## config.mk

```make
export PLATFORM = sky130hd
export DESIGN_NAME = layer_compositor_flat
export DESIGN_NICKNAME = d
export VERILOG_FILES = /design/src/rtl/video_pkg.sv /design/src/rtl/layer_compositor_if.sv /design/src/rtl/rgb565_brighten.sv /design/src/rtl/layer_compositor.sv /design/src/flat_wrapper.sv
export SDC_FILE = /design/constraint.sdc
export NUM_CORES = 1
export LEC_CHECK = 0
export BUFFER_PORTS_ARGS = -buffer_cell sky130_fd_sc_hd__buf_2
export CAP_MARGIN = 30
export CORE_UTILIZATION = 55
export CTS_CLUSTER_DIAMETER = 100
export CTS_CLUSTER_SIZE = 10
export DETAILED_ROUTE_END_ITERATION = 8
export HOLD_SLACK_MARGIN = 0.15
export PLACE_DENSITY = 0.86
export SLEW_MARGIN = 10
export SYNTH_ARGS = -nofsm -noshare
export SYNTH_HDL_FRONTEND = slang
export SYNTH_SLANG_ARGS = --single-unit
```

## constraint.sdc

```tcl
create_clock -name clk -period 8 [get_ports clk]
set_clock_uncertainty 0.05 [all_clocks]
set_input_delay 1.2 -clock clk [delete_from_list [all_inputs] [get_ports clk]]
set_output_delay 1.2 -clock clk [all_outputs]
set_load 0.05 [all_outputs]
```

## src/rtl/video_pkg.sv

```systemverilog
// Shared video definitions for the compositor slice: RGB565 field layout,
// field maxima, reference colours and the flash-level width.
package video_pkg;

  localparam int RGB_R_W   = 5;
  localparam int RGB_G_W   = 6;
  localparam int RGB_B_W   = 5;
  localparam int RGB_R_OFS = 11;
  localparam int RGB_G_OFS = 5;
  localparam int RGB_B_OFS = 0;

  localparam logic [15:0] RGB_WHITE = 16'hFFFF;
  localparam logic [15:0] RGB_BLACK = 16'h0000;

  localparam logic [RGB_R_W-1:0] RGB_R_MAX = 5'd31;
  localparam logic [RGB_G_W-1:0] RGB_G_MAX = 6'd63;
  localparam logic [RGB_B_W-1:0] RGB_B_MAX = 5'd31;

  localparam int FLASH_LEVEL_W = 4;

  typedef logic [FLASH_LEVEL_W-1:0] flash_level_t;

  // Field order matches the packed RGB565 word: r in [15:11], g in [10:5], b in [4:0].
  typedef struct packed {
    logic [RGB_R_W-1:0] r;
    logic [RGB_G_W-1:0] g;
    logic [RGB_B_W-1:0] b;
  } rgb565_t;

endpackage

```

## src/rtl/layer_compositor_if.sv

```systemverilog
// Pixel bus between the scanner/painter side and the compositor.
//   layer_pe / layer_color / bg_color : per-pixel layer candidates
//   in_hsync / in_vsync / in_de       : raw scanner timing
//   vga_hsync / vga_vsync / vga_de / vga_rgb : composited VGA output
// master = pixel source (drives candidates, observes VGA), slave = compositor.
interface layer_compositor_if #(
  parameter int NUM_LAYERS = 8
);
  logic [NUM_LAYERS-1:0]    layer_pe;
  logic [16*NUM_LAYERS-1:0] layer_color;
  logic [15:0]              bg_color;
  logic                     in_hsync;
  logic                     in_vsync;
  logic                     in_de;
  logic                     vga_hsync;
  logic                     vga_vsync;
  logic                     vga_de;
  logic [15:0]              vga_rgb;

  modport master (
    output layer_pe, layer_color, bg_color, in_hsync, in_vsync, in_de,
    input  vga_hsync, vga_vsync, vga_de, vga_rgb
  );

  modport slave (
    input  layer_pe, layer_color, bg_color, in_hsync, in_vsync, in_de,
    output vga_hsync, vga_vsync, vga_de, vga_rgb
  );
endinterface

```

## src/rtl/rgb565_brighten.sv

```systemverilog
// Combinational white-flash brighten of one RGB565 pixel.
// Each field c with maximum M becomes c + (((M - c) * level) >> 4).
// Ports: i_color (RGB565 in), i_level (0..15), o_color (RGB565 out).
module rgb565_brighten
  import video_pkg::*;
(
  input  logic [15:0]  i_color,
  input  flash_level_t i_level,
  output logic [15:0]  o_color
);

  rgb565_t            w_in;
  rgb565_t            w_out;
  logic [RGB_R_W-1:0] w_r_room;
  logic [RGB_G_W-1:0] w_g_room;
  logic [RGB_B_W-1:0] w_b_room;

  assign w_in = rgb565_t'(i_color);

  // Headroom to full white; the scaled addition can never exceed it, so no saturation is needed.
  assign w_r_room = RGB_R_MAX - w_in.r;
  assign w_g_room = RGB_G_MAX - w_in.g;
  assign w_b_room = RGB_B_MAX - w_in.b;

  // 10-bit products: 63 * 15 = 945 is the largest case.
  assign w_out.r = w_in.r + 5'(({5'd0, w_r_room} * {6'd0, i_level}) >> 4);
  assign w_out.g = w_in.g + 6'(({4'd0, w_g_room} * {6'd0, i_level}) >> 4);
  assign w_out.b = w_in.b + 5'(({5'd0, w_b_room} * {6'd0, i_level}) >> 4);

  assign o_color = w_out;

endmodule

```

## src/rtl/layer_compositor.sv

```systemverilog
// N-layer pixel compositor feeding the VGA pins.
// Stage 1 resolves layer priority (index 0 highest) against the active layer
// mask with bg_color fallback; stage 2 applies the frame-synchronous white
// flash and blanks outside de. Syncs and de travel through both stages, so
// every output is exactly two clocks behind its input.
// Ports:
//   clk, rst              : pixel clock, synchronous active-high reset
//   pix (slave)           : layer candidates, raw timing in, VGA out
//   new_frame             : one-cycle frame boundary pulse
//   mask_wr, mask_data    : pending layer-mask write
//   flash_start           : flash trigger (takes effect at the next new_frame)
//   flash_busy            : high while the flash level is non-zero
//
// Flash control
//   state            | meaning
//   idle             | level == 0, nothing pending
//   armed            | flash_pending set, waiting for new_frame
//   running          | level != 0, stepping down every FLASH_STEP_FRAMES frames
//   running + armed  | re-trigger; restarts at the next new_frame
module layer_compositor
  import video_pkg::*;
#(
  parameter int NUM_LAYERS        = 8,
  parameter int FLASH_STEP_FRAMES = 2,
  parameter int FLASH_START_LEVEL = 15
) (
  input  logic                  clk,
  input  logic                  rst,
  layer_compositor_if.slave     pix,
  input  logic                  new_frame,
  input  logic                  mask_wr,
  input  logic [NUM_LAYERS-1:0] mask_data,
  input  logic                  flash_start,
  output logic                  flash_busy
);

  localparam logic [7:0]   DIV_RELOAD = 8'(FLASH_STEP_FRAMES - 1);
  localparam flash_level_t START_LVL  = flash_level_t'(FLASH_START_LEVEL);

  logic [NUM_LAYERS-1:0] r_pending_mask;
  logic [NUM_LAYERS-1:0] r_active_mask;
  logic [NUM_LAYERS-1:0] w_pending_nxt;
  logic [NUM_LAYERS-1:0] w_active_nxt;

  logic                  r_flash_pending;
  flash_level_t          r_level;
  logic [7:0]            r_div;
  logic                  r_flash_busy;
  logic                  w_pending_flag_nxt;
  flash_level_t          w_level_nxt;
  logic [7:0]            w_div_nxt;

  logic [15:0]           w_win_color;
  logic [15:0]           w_bright;

  logic [15:0]           r_s1_color;
  logic                  r_s1_hsync;
  logic                  r_s1_vsync;
  logic                  r_s1_de;

  logic [15:0]           r_s2_rgb;
  logic                  r_s2_hsync;
  logic                  r_s2_vsync;
  logic                  r_s2_de;

  // Double-buffered mask. A write coincident with new_frame goes straight to
  // the active mask. The pixel presented with new_frame is the first pixel of
  // the new frame, so stage 1 sees the post-boundary mask via w_active_nxt.
  always_comb begin
    w_pending_nxt = mask_wr   ? mask_data     : r_pending_mask;
    w_active_nxt  = new_frame ? w_pending_nxt : r_active_mask;
  end

  always_ff @(posedge clk) begin
    if (rst) begin
      r_pending_mask <= '1;
      r_active_mask  <= '1;
    end else begin
      r_pending_mask <= w_pending_nxt;
      r_active_mask  <= w_active_nxt;
    end
  end

  // Flash level only moves on new_frame. The step divider counts down from
  // FLASH_STEP_FRAMES-1; at terminal count the level drops and it reloads.
  always_comb begin
    w_pending_flag_nxt = r_flash_pending | flash_start;
    w_level_nxt        = r_level;
    w_div_nxt          = r_div;
    if (new_frame) begin
      if (r_flash_pending || flash_start) begin
        w_pending_flag_nxt = 1'b0;
        w_level_nxt        = START_LVL;
        w_div_nxt          = DIV_RELOAD;
      end else if (r_level != '0) begin
        if (r_div == 8'd0) begin
          w_level_nxt = r_level - 1'b1;
          w_div_nxt   = DIV_RELOAD;
        end else begin
          w_div_nxt   = r_div - 8'd1;
        end
      end
    end
  end

  always_ff @(posedge clk) begin
    if (rst) begin
      r_flash_pending <= 1'b0;
      r_level         <= '0;
      r_div           <= 8'd0;
      r_flash_busy    <= 1'b0;
    end else begin
      r_flash_pending <= w_pending_flag_nxt;
      r_level         <= w_level_nxt;
      r_div           <= w_div_nxt;
      r_flash_busy    <= (w_level_nxt != '0);
    end
  end

  assign flash_busy = r_flash_busy;

  // Scanning from the lowest priority up lets the lowest visible index overwrite.
  always_comb begin
    w_win_color = pix.bg_color;
    for (int i = NUM_LAYERS - 1; i >= 0; i--) begin
      if (pix.layer_pe[i] && w_active_nxt[i]) begin
        w_win_color = pix.layer_color[16*i +: 16];
      end
    end
  end

  always_ff @(posedge clk) begin
    if (rst) begin
      r_s1_color <= RGB_BLACK;
      r_s1_hsync <= 1'b0;
      r_s1_vsync <= 1'b0;
      r_s1_de    <= 1'b0;
    end else begin
      r_s1_color <= w_win_color;
      r_s1_hsync <= pix.in_hsync;
      r_s1_vsync <= pix.in_vsync;
      r_s1_de    <= pix.in_de;
    end
  end

  rgb565_brighten u_brighten (
    .i_color (r_s1_color),
    .i_level (r_level),
    .o_color (w_bright)
  );

  always_ff @(posedge clk) begin
    if (rst) begin
      r_s2_rgb   <= RGB_BLACK;
      r_s2_hsync <= 1'b0;
      r_s2_vsync <= 1'b0;
      r_s2_de    <= 1'b0;
    end else begin
      r_s2_rgb   <= r_s1_de ? w_bright : RGB_BLACK;
      r_s2_hsync <= r_s1_hsync;
      r_s2_vsync <= r_s1_vsync;
      r_s2_de    <= r_s1_de;
    end
  end

  assign pix.vga_rgb   = r_s2_rgb;
  assign pix.vga_hsync = r_s2_hsync;
  assign pix.vga_vsync = r_s2_vsync;
  assign pix.vga_de    = r_s2_de;

endmodule

```

## src/flat_wrapper.sv

```systemverilog
// flat-port wrapper written by rule: the top's interface ports become plain ports
module layer_compositor_flat import video_pkg::*;
#(
  parameter int NUM_LAYERS        = 8,
  parameter int FLASH_STEP_FRAMES = 2,
  parameter int FLASH_START_LEVEL = 15
)
  (clk, rst, new_frame, mask_wr, mask_data, flash_start, flash_busy, pix_layer_pe, pix_layer_color, pix_bg_color, pix_in_hsync, pix_in_vsync, pix_in_de, pix_vga_hsync, pix_vga_vsync, pix_vga_de, pix_vga_rgb);
  layer_compositor_if #(.NUM_LAYERS(NUM_LAYERS)) pix_i ();
  input  logic clk;
  input  logic rst;
  input  logic new_frame;
  input  logic mask_wr;
  input  logic [NUM_LAYERS-1:0] mask_data;
  input  logic flash_start;
  output logic flash_busy;
  input wire logic [$bits(pix_i.layer_pe)-1:0] pix_layer_pe;
  input wire logic [$bits(pix_i.layer_color)-1:0] pix_layer_color;
  input wire logic [$bits(pix_i.bg_color)-1:0] pix_bg_color;
  input wire logic [$bits(pix_i.in_hsync)-1:0] pix_in_hsync;
  input wire logic [$bits(pix_i.in_vsync)-1:0] pix_in_vsync;
  input wire logic [$bits(pix_i.in_de)-1:0] pix_in_de;
  output wire logic [$bits(pix_i.vga_hsync)-1:0] pix_vga_hsync;
  output wire logic [$bits(pix_i.vga_vsync)-1:0] pix_vga_vsync;
  output wire logic [$bits(pix_i.vga_de)-1:0] pix_vga_de;
  output wire logic [$bits(pix_i.vga_rgb)-1:0] pix_vga_rgb;
  assign pix_i.layer_pe = pix_layer_pe;
  assign pix_i.layer_color = pix_layer_color;
  assign pix_i.bg_color = pix_bg_color;
  assign pix_i.in_hsync = pix_in_hsync;
  assign pix_i.in_vsync = pix_in_vsync;
  assign pix_i.in_de = pix_in_de;
  assign pix_vga_hsync = pix_i.vga_hsync;
  assign pix_vga_vsync = pix_i.vga_vsync;
  assign pix_vga_de = pix_i.vga_de;
  assign pix_vga_rgb = pix_i.vga_rgb;
  layer_compositor #(.NUM_LAYERS(NUM_LAYERS), .FLASH_STEP_FRAMES(FLASH_STEP_FRAMES), .FLASH_START_LEVEL(FLASH_START_LEVEL)) u_core (.clk(clk), .rst(rst), .pix(pix_i), .new_frame(new_frame), .mask_wr(mask_wr), .mask_data(mask_data), .flash_start(flash_start), .flash_busy(flash_busy));
endmodule
```

==> results of run 1 <==
power by group:
part           switching [mW]  internal [mW]  total, mW
sequential             0.0395          0.374      0.413
clock                   0.141          0.145      0.287
combinational           0.380          0.290      0.670
per-layer routing:
metal,global-route usage,vias to the layer above
met2,0.5061,322
met5,0,-
li1,-,2728
met3,0.05739,59
met1,0.3628,2640
met4,0.1519,0
synthesized netlist by cell type (3+ instances only):
cell type / count
a2111oi_2: 15
a211oi_1: 18
a21o_1: 10
a21oi_1: 39
a21oi_2: 4
a31oi_1: 17
and2_1: 7
buf_2: 15
buf_4: 3
buf_6: 7
clkbuf_1: 14
dfxtp_1: 68
fa_1: 20
ha_1: 49
inv_1: 45
mux2_1: 5
mux2_2: 11
mux2i_1: 6
mux2i_4: 3
nand2_1: 29
nand2b_1: 31
nand3_1: 25
nor2_1: 41
nor2b_1: 25
nor3_1: 12
nor3b_1: 4
nor4_1: 6
o21a_1: 3
o21ai_0: 18
o21ai_1: 5
o221ai_1: 31
o2bb2ai_1: 16
xnor2_1: 14
xor2_1: 12
through the flow:
| stage | power (mW) | instances | setup WS, ns | util | hold WS (ns) |
|---|---|---|---|---|---|
| final | 1.369 | 965 | 3.370 | 0.6814 | 0.4088 |
| after global routing | 1.478 | 965 | 3.108 | 0.6814 | 0.4174 |
| after CTS | 1.362 | 959 | 3.431 | 0.6724 | 0.4145 |
| after detailed placement | 1.071 | 943 | 3.468 | 0.6529 | 0.3963 |
| after global placement | 1.039 | 943 | 3.644 | 0.6529 | 0.3684 |
| after floorplan | 0.9119 | 659 | 3.761 | - | 0.3638 |
logic make-up after synthesis:
kind of cell               count (synthesis)
AOI/OAI and AO/OA                        190
xor gates and xnor gates                  26
adders and majority gates                 69
buffers and inverters                     87
DFF                                       68
muxes                                     27
and+or+nand+nor                          192
state kept, by name, summed over array words and instances (netlist names):
| register | cells |
|---|---|
| u_core.pix.vga_rgb | 16 |
| u_core.r_s1_color | 16 |
| u_core.flash_busy | 1 |
| u_core.r_active_mask | 8 |
| u_core.pix.vga_hsync | 1 |
| u_core.pix.vga_de | 1 |
| u_core.r_s1_vsync | 1 |
| u_core.r_level | 4 |
| u_core.r_flash_pending | 1 |
| u_core.r_pending_mask | 8 |
| u_core.r_s1_de | 1 |
| u_core.r_div | 8 |
| u_core.r_s1_hsync | 1 |
| u_core.pix.vga_vsync | 1 |
area by class of cell:
cell class	count	area [sq um]	area share
multi-input combinational	504	4059	0.5796
sequential	68	1361	0.1944
timing repair buffer	192	1031	0.1472
inverter	47	176.4	0.02519
tap	136	170.2	0.02430
clock buffer	9	123.9	0.01769
clock inverter	7	76.32	0.01090
antenna	2	5.005	0.0007147
worst min path at each step:
stage / start / end / depth (start not counted)
2_1_floorplan: u_core.r_s1_hsync / u_core.pix.vga_hsync / 1
3_3_place_gp: u_core.r_s1_vsync / u_core.pix.vga_vsync / 1
3_5_place_dp: u_core.r_s1_hsync / u_core.pix.vga_hsync / 1
4_1_cts: u_core.r_s1_hsync / u_core.pix.vga_hsync / 1
5_1_grt: u_core.r_s1_hsync / u_core.pix.vga_hsync / 1
6_report: u_core.r_s1_hsync / u_core.pix.vga_hsync / 1
==> metrics.md, run 1 <==
| Metric | Value |
|---|---|
| Mean post-synth cell area | 8.812 sq um |
| Critical Path End Type | flip-flop |
| Hold-fix buffer count after cts | 0 |
| Commonest non-fill, non-tap cell in the layout | buf_2 |
| Routed wire length | 16,400 um |
| Highest routing layer actually used | met4 |
| Die area | 0.01097 sq mm |
| First-pass GRT wire length | about 26,000 um |
| Max-slew headroom | 0.4940 |
| Met1 wire length | 6419 um |
| Worst skew pair latency | roughly 0.36 ns |
| Chip width | 104.8 um |
| Async SR Flop Fraction | 0 |
| Critical path type | flip-flop to flip-flop |
| Setup total negative slack | 0 ns |
| Post-CTS setup buffers | 0 |
| Req. time, crit path | ~8.2 ns |
| GPL Wtd Cong | 0.9373 |
| Peak supply drop | 0.09943 mV |
| Least-Margin Pin Slew | 0.7590 ns |
| Compound-gate portion of the synthesized area | 0.2510 |
| Via-per-instance ratio | between 5 and 6 |
| Status | finished clean |
| Top cells by area, synth | dfxtp_1, ha_1, fa_1 |
| DRC viols | 0 |
| R2R setup slack | 3.37 ns |
| Dpl cell area | roughly 0.0067 sq mm |
| Metal2 WL | between 7000 and 8000 um |
| Critical Path, Cell by Cell | nand2b_1 -> fa_1 -> fa_1 -> inv_1 -> ha_1 -> nand2_1 -> nor4_1 -> o21ai_0 -> a211oi_1 -> ha_1 -> a21oi_1 -> o21ai_0 -> mux2i_1 -> a21o_1 -> mux2i_1 |
| Setup crit start | u_core.r_level[3] |
| CTS Sinks | 68 |
| Fraction of layout cells with a size suffix above 1 | 0.3023 |
| Synthesized cell area | 0.005807 sq mm |
| Final ANT Viol Nets | 0 |
| Synth Area in Adders | 0.1745 |
| Crit path max fanout | 20 |
| DR pass1 iterations | 5 |
| PD cells | 195.5 mW/mm^2 |
| Crit path capture | u_core.pix.vga_rgb[10] |
| Initial antenna violation count | 2 |
| Layout net count | 1,059 |
| Synth warn | 0 |
| R2R depth | 15 |
| FILL cells | 817 |
| Buf+Inv Stages, Crit Path | 1 |
| CTS tree | yes |
| Grt ovf | 0 |
| Library cells used by synthesis | 58 |
| Unrepaired setup endpoints after global routing | false |
| Core box area | 0.01028 sq mm |
| Main combinational cell family by area after synthesis | compound AO/OA/AOI/OAI gates |
| Gr usage total | 0.2997 |
| Final Hold Viols | 0 |
| # port buffers | 187 |
| Area leader, netlist | dfxtp_1 |
| Commonest non-fill, non-tap cells in the layout | buf_2, dfxtp_1, ha_1 |
| Starting density of the core | 0.5650 |
| Tightest Hold Check Type | flip-flop to flip-flop |
| Mapped Cells | 659 |
| H-tree levels | 3 |
| Period Utilization, post-route | 0.5788 |
| XOR/XNOR Fraction of Synth Area | 0.03922 |
| Post-detail-place hpwl | 12,840 um |
| CP Depth | 15 |
| Largest net degree at the start of global routing | 52 |
| Mux cell area share after synthesis | 0.05775 |
| Max-slew violation count | 0 |
| Die height | between 100 and 150 um |
| Met3 wire len | 1441 um |
| Row count | 37 |
| CTS Buf Count | 9 |
| Syn_nets | about 900 |
| Leak | 3.237 nW |
| Design area | 0.007003 sq mm |
| Critical Path AT | ~4.8 ns |
| Via count | 5,749 |
| Fmax | 216.0 MHz |
| Reg2reg end | u_core.pix.vga_rgb[10] |
| Post-layout min period | 4.630 ns |
| Setup crit start kind | flip-flop |
| Kind of cell adding the most delay to the critical path | adder cells |
| Setup-failing EPs final | 0 |
| Post-synthesis simple-gate area fraction | 0.1726 |
| Wire per inst | 17.00 um |
| Most used flip-flop cell after synthesis | dfxtp_1 |
| Max cap viols | 0 |
| CP max stage cell | dfxtp_1 |
| Clock transition at the registers of the reported paths | around 0.080 ns |
| Vias in the first global route | 5,588 |
| Number of synthesized flops with an enable pin | 0 |
| Area Growth Syn to Fin | 20.60% |
| Seq/Total Area, Yosys | 0.2344 |
| Synth top area share | 0.2344 |
| Starting DRT DRC Count | 503 |
| Clock tree buffer depth | 2 |
| Max incr delay on CP | 0.71 ns |
| Flops & latches, synth | between 60 and 70 |
| Boundary Pins | 188 |
| FF-to-FF Start | u_core.r_level[3] |
| Cts repair resizes | 0 |
| Clock Root Buffer | clkbuf_8 |
Note: power is estimated with default switching activity, not from simulation.
==> inputs of run 2 (changes only) <==
- CORE_UTILIZATION: 55 -> 52
- PLACE_DENSITY: 0.86 -> 0.82
- clock period: 8 -> 4.4 ns (I/O delays scaled with it)
==> run 2 against run 1 <==
Effect of this change:
- highest routed layer unchanged
- power rose by 83%
- critical path depth increased by 2
- utilization fell by 3.3 points
- cell count increased by 0.93%
- setup slack got worse by 3.1 ns
- design area up 0.43%
- maximum frequency rose by 12%
- non-clock buffer count up 6
- global-route usage decreased by 2.1 points
- largest power group unchanged
- via count down 3.0%
- sequential cell count is the same
- count of clock-buffer cells in the layout unchanged
==> metrics.md, run 2 (same netlist as run 1, synthesis figures left out) <==
| Metric | Value |
|---|---|
| Critical path type | flip-flop to flip-flop |
| Setup total negative slack | 0 ns |
| Boundary Pins | 188 |
| Critical Path AT | between 4 and 5 ns |
| Setup WS post-layout | 0.2754 ns |
| Critical Path End Type | flip-flop |
| Seq pwr share | 0.295 |
| Req. time, crit path | about 4.6 ns |
| CTS tree | yes |
| Fraction of layout cells with a size suffix above 1 | 0.3133 |
| Commonest non-fill, non-tap cells in the layout | buf_2, dfxtp_1, ha_1 |
| Max cap viols | 0 |
| Via count | 5,575 |
| Fin cells | 974 |
| CP max stage cell | fa_1 |
| Clk pwr share | 0.218 |
| Die height | 107.7 um |
| Logic pwr share | 0.487 |
| Max-slew violation count | 0 |
| H-tree levels | 3 |
| Switching share of power | 0.4083 |
| Tightest Hold Check Type | flip-flop to flip-flop |
| Critical Path, Cell by Cell | nor2b_1 -> fa_1 -> inv_1 -> fa_1 -> inv_1 -> ha_1 -> nand4_1 -> nor4_2 -> or3_1 -> a21oi_1 -> xnor2_1 -> ha_1 -> nand2_1 -> o21ai_1 -> mux2i_1 -> nand3_1 -> mux2i_1 |
| Max-slew headroom | 0.3551 |
| Vias in the first global route | between 5,000 and 6,000 |
| Crit path max fanout | 14 |
| Switching pwr | 1.022 mW |
| Grt ovf | 0 |
| Commonest non-fill, non-tap cell in the layout | buf_2 |
| Chip width | between 100 and 150 um |
| Initial antenna violation count | 1 |
| DRC viols | 0 |
| Peak supply drop | 0.2270 mV |
| GPL Wtd Cong | 0.8702 |
| Clock transition at the registers of the reported paths | 0.09 ns |
| Routed wire length | 15,730 um |
| Final ANT Viol Nets | 0 |
| Buf+Inv Stages, Crit Path | 2 |
| Starting density of the core | 0.5357 |
| Kind of cell adding the most delay to the critical path | adder cells |
| Fmax | 242.4 MHz |
| Gr usage total | 0.2787 |
| DR pass1 iterations | 5 |
| Post-layout min period | 4.125 ns |
| Cell Int Power | 1.482 mW |
| Setup slack at placement | 0.1023 ns |
| Final Hold Viols | 0 |
| Core box area | between 0.01 and 0.015 sq mm |
| Clock Root Buffer | clkbuf_8 |
| Max incr delay on CP | 0.54 ns |
| Area Growth Syn to Fin | 21.12% |
| PD cells | between 300 and 400 mW/mm^2 |
| CTS Buf Count | 9 |
| Least-Margin Pin Slew | 0.9653 ns |
| Row count | 38 |
| First-pass GRT wire length | roughly 25,000 um |
| Tot Pwr | 2.504 mW |
| Wire per inst | approximately 16 um |
| Setup-failing EPs final | 0 |
| CTS Sinks | 68 |
| Starting DRT DRC Count | 316 |
| Leak | 3.257 nW |
| Status | finished clean |
| Placed cell count | 956 |
| Via-per-instance ratio | 5.724 |
| Period Utilization, post-route | 0.9374 |
| # port buffers | 187 |
| Clock tree buffer depth | 2 |
| Largest net degree at the start of global routing | 35 |
| Layout net count | 1,065 |
| Setup crit start kind | flip-flop |
| Worst skew pair latency | 0.37 ns |
| Post-detail-place hpwl | approximately 12,000 um |
| Die area | 0.01159 sq mm |
| Post-CTS setup buffers | 0 |
-- run 2: changes by cell type in the layout (fill, tap and decap cells not counted), moves of 2 or more --
cell	previous run	this run
buf_12	3	0
clkinv_4	2	0
buf_4	1	10
inv_6	1	4
dfxtp_2	0	3
dfxtp_1	68	65
-- run 2: timing repair --
action                     4_1_cts  5_1_grt
hold endpoints to repair         0        0
hold buffers                     0        0
setup endpoints to repair        0        2
resized for setup                0        6
-- run 2: final cells by class --
class	count	area, sq um
multi-input combinational	504	4071
fill	930	3807
sequential	68	1365
timing repair buffer	198	1039
inverter	47	176.4
tap	140	175.2
clock buffer	9	123.9
clock inverter	7	80.08
antenna	1	2.502
-- run 2: power groups by stage --
stage	Clock (mW)	Sequential [mW]	Combinational, mW
after CTS	0.549	0.736	1.22
final	0.545	0.739	1.22
after global routing	0.583	0.749	1.36
after detailed placement	0	0.750	1.20
after global placement	0	0.749	1.17
after floorplan	0	0.808	0.850
-- run 2: through the flow --
| stage | utilization | area [sq um] | hold slack [ns] |
|---|---|---|---|
| final | 0.6488 | 7033 | 0.3804 |
| after global routing | 0.6488 | 7033 | 0.4165 |
| after CTS | 0.6445 | 6987 | 0.3879 |
| after detailed placement | 0.6257 | 6783 | 0.3764 |
| after global placement | 0.6257 | 6783 | 0.3671 |
| after floorplan | - | 5807 | 0.3638 |
-- run 2: final timing paths --
check / start / endpoint / depth (start not counted) / slack [ns]
setup reg to reg: u_core.r_level[3] / u_core.pix.vga_rgb[10] / 17 / 0.28
setup / recovery: u_core.r_level[3] / u_core.pix.vga_rgb[10] / 17 / 0.28
hold reg to reg: u_core.r_s1_vsync / u_core.pix.vga_vsync / 1 / 0.38
hold / removal: u_core.r_s1_vsync / u_core.pix.vga_vsync / 1 / 0.38
-- run 2: layer usage --
| layer | vias up | GRT usage | wire length (um) |
|---|---|---|---|
| li1 | 2745 | - | - |
| met4 | 0 | 0.1115 | 476 |
| met3 | 41 | 0.05085 | 1067 |
| met5 | - | 0 | 0 |
| met1 | 2567 | 0.3572 | 6840 |
| met2 | 222 | 0.4606 | 7345 |
==> inputs of run 3 (changes only) <==
- CORE_UTILIZATION: 52 -> 53
- PLACE_DENSITY: 0.82 -> 0.83
- SYNTH_HIERARCHICAL: unset -> 1
==> run 3 against run 2 <==
Effect of this change:
- cell count up 1.3%
- critical path depth is the same
- sequential power rose by 1%
- global-route usage shrank 0.53 points
- worst hold slack better by 0.016 ns
- via count decreased by 0.13%
- area after synthesis is 1.7% higher
- count of clock-buffer cells in the layout up 1
- clock power shrank 2%
- maximum frequency rose by 0.63%
- critical endpoint is now u_core/pix.vga_rgb[10]
==> metrics.md, run 3 <==
| Metric | Value |
|---|---|
| Post-detail-place hpwl | around 12,000 um |
| FILL cells | between 900 and 1,000 |
| Synthesized cell area | 0.005903 sq mm |
| Clk pwr share | 0.195 |
| Unrepaired setup endpoints after global routing | false |
| CTS Buf Count | 9 |
| Dpl cell area | 0.006893 sq mm |
| Final ANT Viol Nets | 0 |
| Logic pwr share | 0.531 |
| Cts repair resizes | 0 |
| Least-Margin Pin Slew | 0.8944 ns |
| Worst Hold Slack | 0.3960 ns |
| Setup WS post-layout | between 0.3 and 0.4 ns |
| Max cap viols | 0 |
| Clock Root Buffer | clkbuf_8 |
| Leak | 3.394 nW |
| Number of synthesized flops with an enable pin | 0 |
| H-tree levels | 3 |
| Crit path max fanout | 5 |
| Boundary Pins | 188 |
| GPL Wtd Cong | 0.9367 |
| Starting density of the core | 0.5446 |
| Tightest Hold Check Type | flip-flop to flip-flop |
| Area leader, netlist | dfxtp_1 |
| CTS Sinks | around 70 |
| Multi-input gate area | 0.004169 sq mm |
| Most used flip-flop cell after synthesis | dfxtp_1 |
| Via count | 5,568 |
| Async SR Flop Fraction | 0 |
| Hold-fix buffer count after cts | 0 |
| Seq/Total Area, Yosys | 0.2306 |
| Die height | 107.5 um |
| FF-to-FF Start | u_core/r_s1_color[7] |
| Post-CTS setup buffers | 0 |
| Switching pwr | 1.122 mW |
| DR pass1 iterations | 5 |
| Worst Hold End | u_core/pix.vga_hsync |
| Period Utilization, post-route | 0.9315 |
| Syn_nets | 908 |
| Mean post-synth cell area | between 8 and 9 sq um |
| Top cells by area, synth | dfxtp_1, ha_1, fa_1 |
| Critical path type | flip-flop to flip-flop |
| # port buffers | 187 |
| Hold Path Stages | 1 |
| Fmax | 244.0 MHz |
| Tot Pwr | approximately 2.7 mW |
| Largest net degree at the start of global routing | 49 |
| Core box area | ~0.011 sq mm |
| Via-per-instance ratio | about 5.6 |
| Design area | between 0.007 and 0.008 sq mm |
| Routed wire length | 15,450 um |
| First-pass GRT wire length | 24,870 um |
| Flops & latches, synth | 68 |
| FF/Latch Area | 0.001364 sq mm |
| PD cells | about 380 mW/mm^2 |
| Vias in the first global route | roughly 5,400 |
| Row count | 38 |
| Clock tree buffer depth | 2 |
| Synth top cells by count | dfxtp_1, ha_1, inv_1 |
| Synth top area share | 0.2306 |
| Top-count cell post-synth | dfxtp_1 |
| Synth warn | 6 |
| Seq pwr share | 0.274 |
| Critical Path End Type | flip-flop |
| Commonest non-fill, non-tap cell in the layout | buf_2 |
| Status | finished clean |
| Chip width | 107.5 um |
| R2R setup slack | 0.30 ns |
| DRC viols | 0 |
| Max-slew headroom | 0.4037 |
| Post-layout min period | 4.099 ns |
| Setup crit start kind | flip-flop |
| Critical Path AT | about 4.3 ns |
| Grt ovf | 0 |
| Switching share of power | 0.4104 |
| Layout net count | between 1,000 and 1,500 |
| Hold wc startpoint | u_core/r_s1_hsync |
| Initial antenna violation count | 3 |
| Worst skew pair latency | roughly 0.35 ns |
| Max-slew violation count | 0 |
| Area Growth Syn to Fin | 20.69% |
| Final Hold Viols | 0 |
| Cell Int Power | between 1.5 and 2 mW |
| Setup total negative slack | 0 ns |
| Library cells used by synthesis | 61 |
| Commonest non-fill, non-tap cells in the layout | buf_2, dfxtp_1, ha_1 |
| Peak supply drop | 0.2045 mV |
| Fraction of layout cells with a size suffix above 1 | 0.2962 |
| Clock transition at the registers of the reported paths | 0.08 ns |
| R2R depth | 17 |
| Reg2reg end | u_core/pix.vga_rgb[10] |
| Req. time, crit path | 4.59 ns |
| Setup slack at placement | 0.2736 ns |
| Gr usage total | 0.2733 |
| CTS tree | yes |
| Starting DRT DRC Count | 321 |
| Die area | 0.01156 sq mm |
| Wire per inst | 15.66 um |
| Mapped Cells | 671 |
| Setup-failing EPs final | 0 |
-- run 3: cell families after synthesis --
group / count (synthesis) / share of synthesized area
muxes: 25 / 0.04515
AOI/OAI and AO/OA: 188 / 0.2501
DFF: 68 / 0.2306
xor gates and xnor gates: 32 / 0.04748
buffers and inverters: 89 / 0.06571
adders and majority gates: 69 / 0.1717
and+or+nand+nor: 200 / 0.1893
-- run 3: power by group through the flow --
stage                     clock network, mW  registers [mW]  logic [mW]
after detailed placement                  0           0.761        1.43
after CTS                             0.545           0.747        1.44
after global routing                  0.575           0.759        1.64
after global placement                    0           0.759        1.38
after floorplan                           0           0.837        1.02
final                                 0.534           0.748        1.45
-- run 3: worst max path at each step --
| stage | from | end | slack [ns] | depth (start not counted) |
|---|---|---|---|---|
| final | u_core/r_s1_color[7] | u_core/pix.vga_rgb[10] | 0.30 | 17 |
| after CTS | u_core/r_s1_color[6] | u_core/pix.vga_rgb[10] | 0.26 | 17 |
| after floorplan | u_core/r_level[3] | u_core/pix.vga_rgb[10] | 0.30 | 18 |
| after detailed placement | u_core/r_level[3] | u_core/pix.vga_rgb[4] | 0.27 | 16 |
| after global placement | u_core/r_s1_color[6] | u_core/pix.vga_rgb[10] | 0.36 | 17 |
| after global routing | u_core/r_level[1] | u_core/pix.vga_rgb[4] | 0.03 | 16 |
-- run 3: layout make-up --
type,count,area share
repair buffers,198,0.1430
flip-flops and latches,68,0.1914
clock inverters,6,0.01019
inverters,48,0.02529
multi-input cells,514,0.5852
well taps,140,0.02459
diodes,3,0.001054
clock buffers,10,0.01932
-- run 3: through the flow --
step / cells / util
after floorplan: 671 / -
after global placement: 968 / 0.6358
after detailed placement: 968 / 0.6358
after CTS: 984 / 0.6552
after global routing: 987 / 0.6572
final: 987 / 0.6572
-- run 3: critical path, stage by stage, from the launching register on --
cell	delay (ns)
dfxtp_1	0.41
nor2b_1	0.10
fa_1	0.54
inv_1	0.06
fa_1	0.52
inv_1	0.04
ha_1	0.35
and4_1	0.25
a221oi_4	0.30
o21bai_2	0.13
xor2_1	0.16
ha_1	0.36
nand2_1	0.08
o211ai_1	0.16
a21oi_1	0.10
xnor2_1	0.14
xnor2_1	0.12
and2_1	0.13
-- run 3: metal layers --
layer / track usage / share of wire / vias to the layer above
met2: 0.4702 / 0.49 / 228
met1: 0.3382 / 0.43 / 2545
li1: - / - / 2764
met5: 0 / 0 / -
met3: 0.04479 / 0.058 / 31
met4: 0.1096 / 0.025 / 0
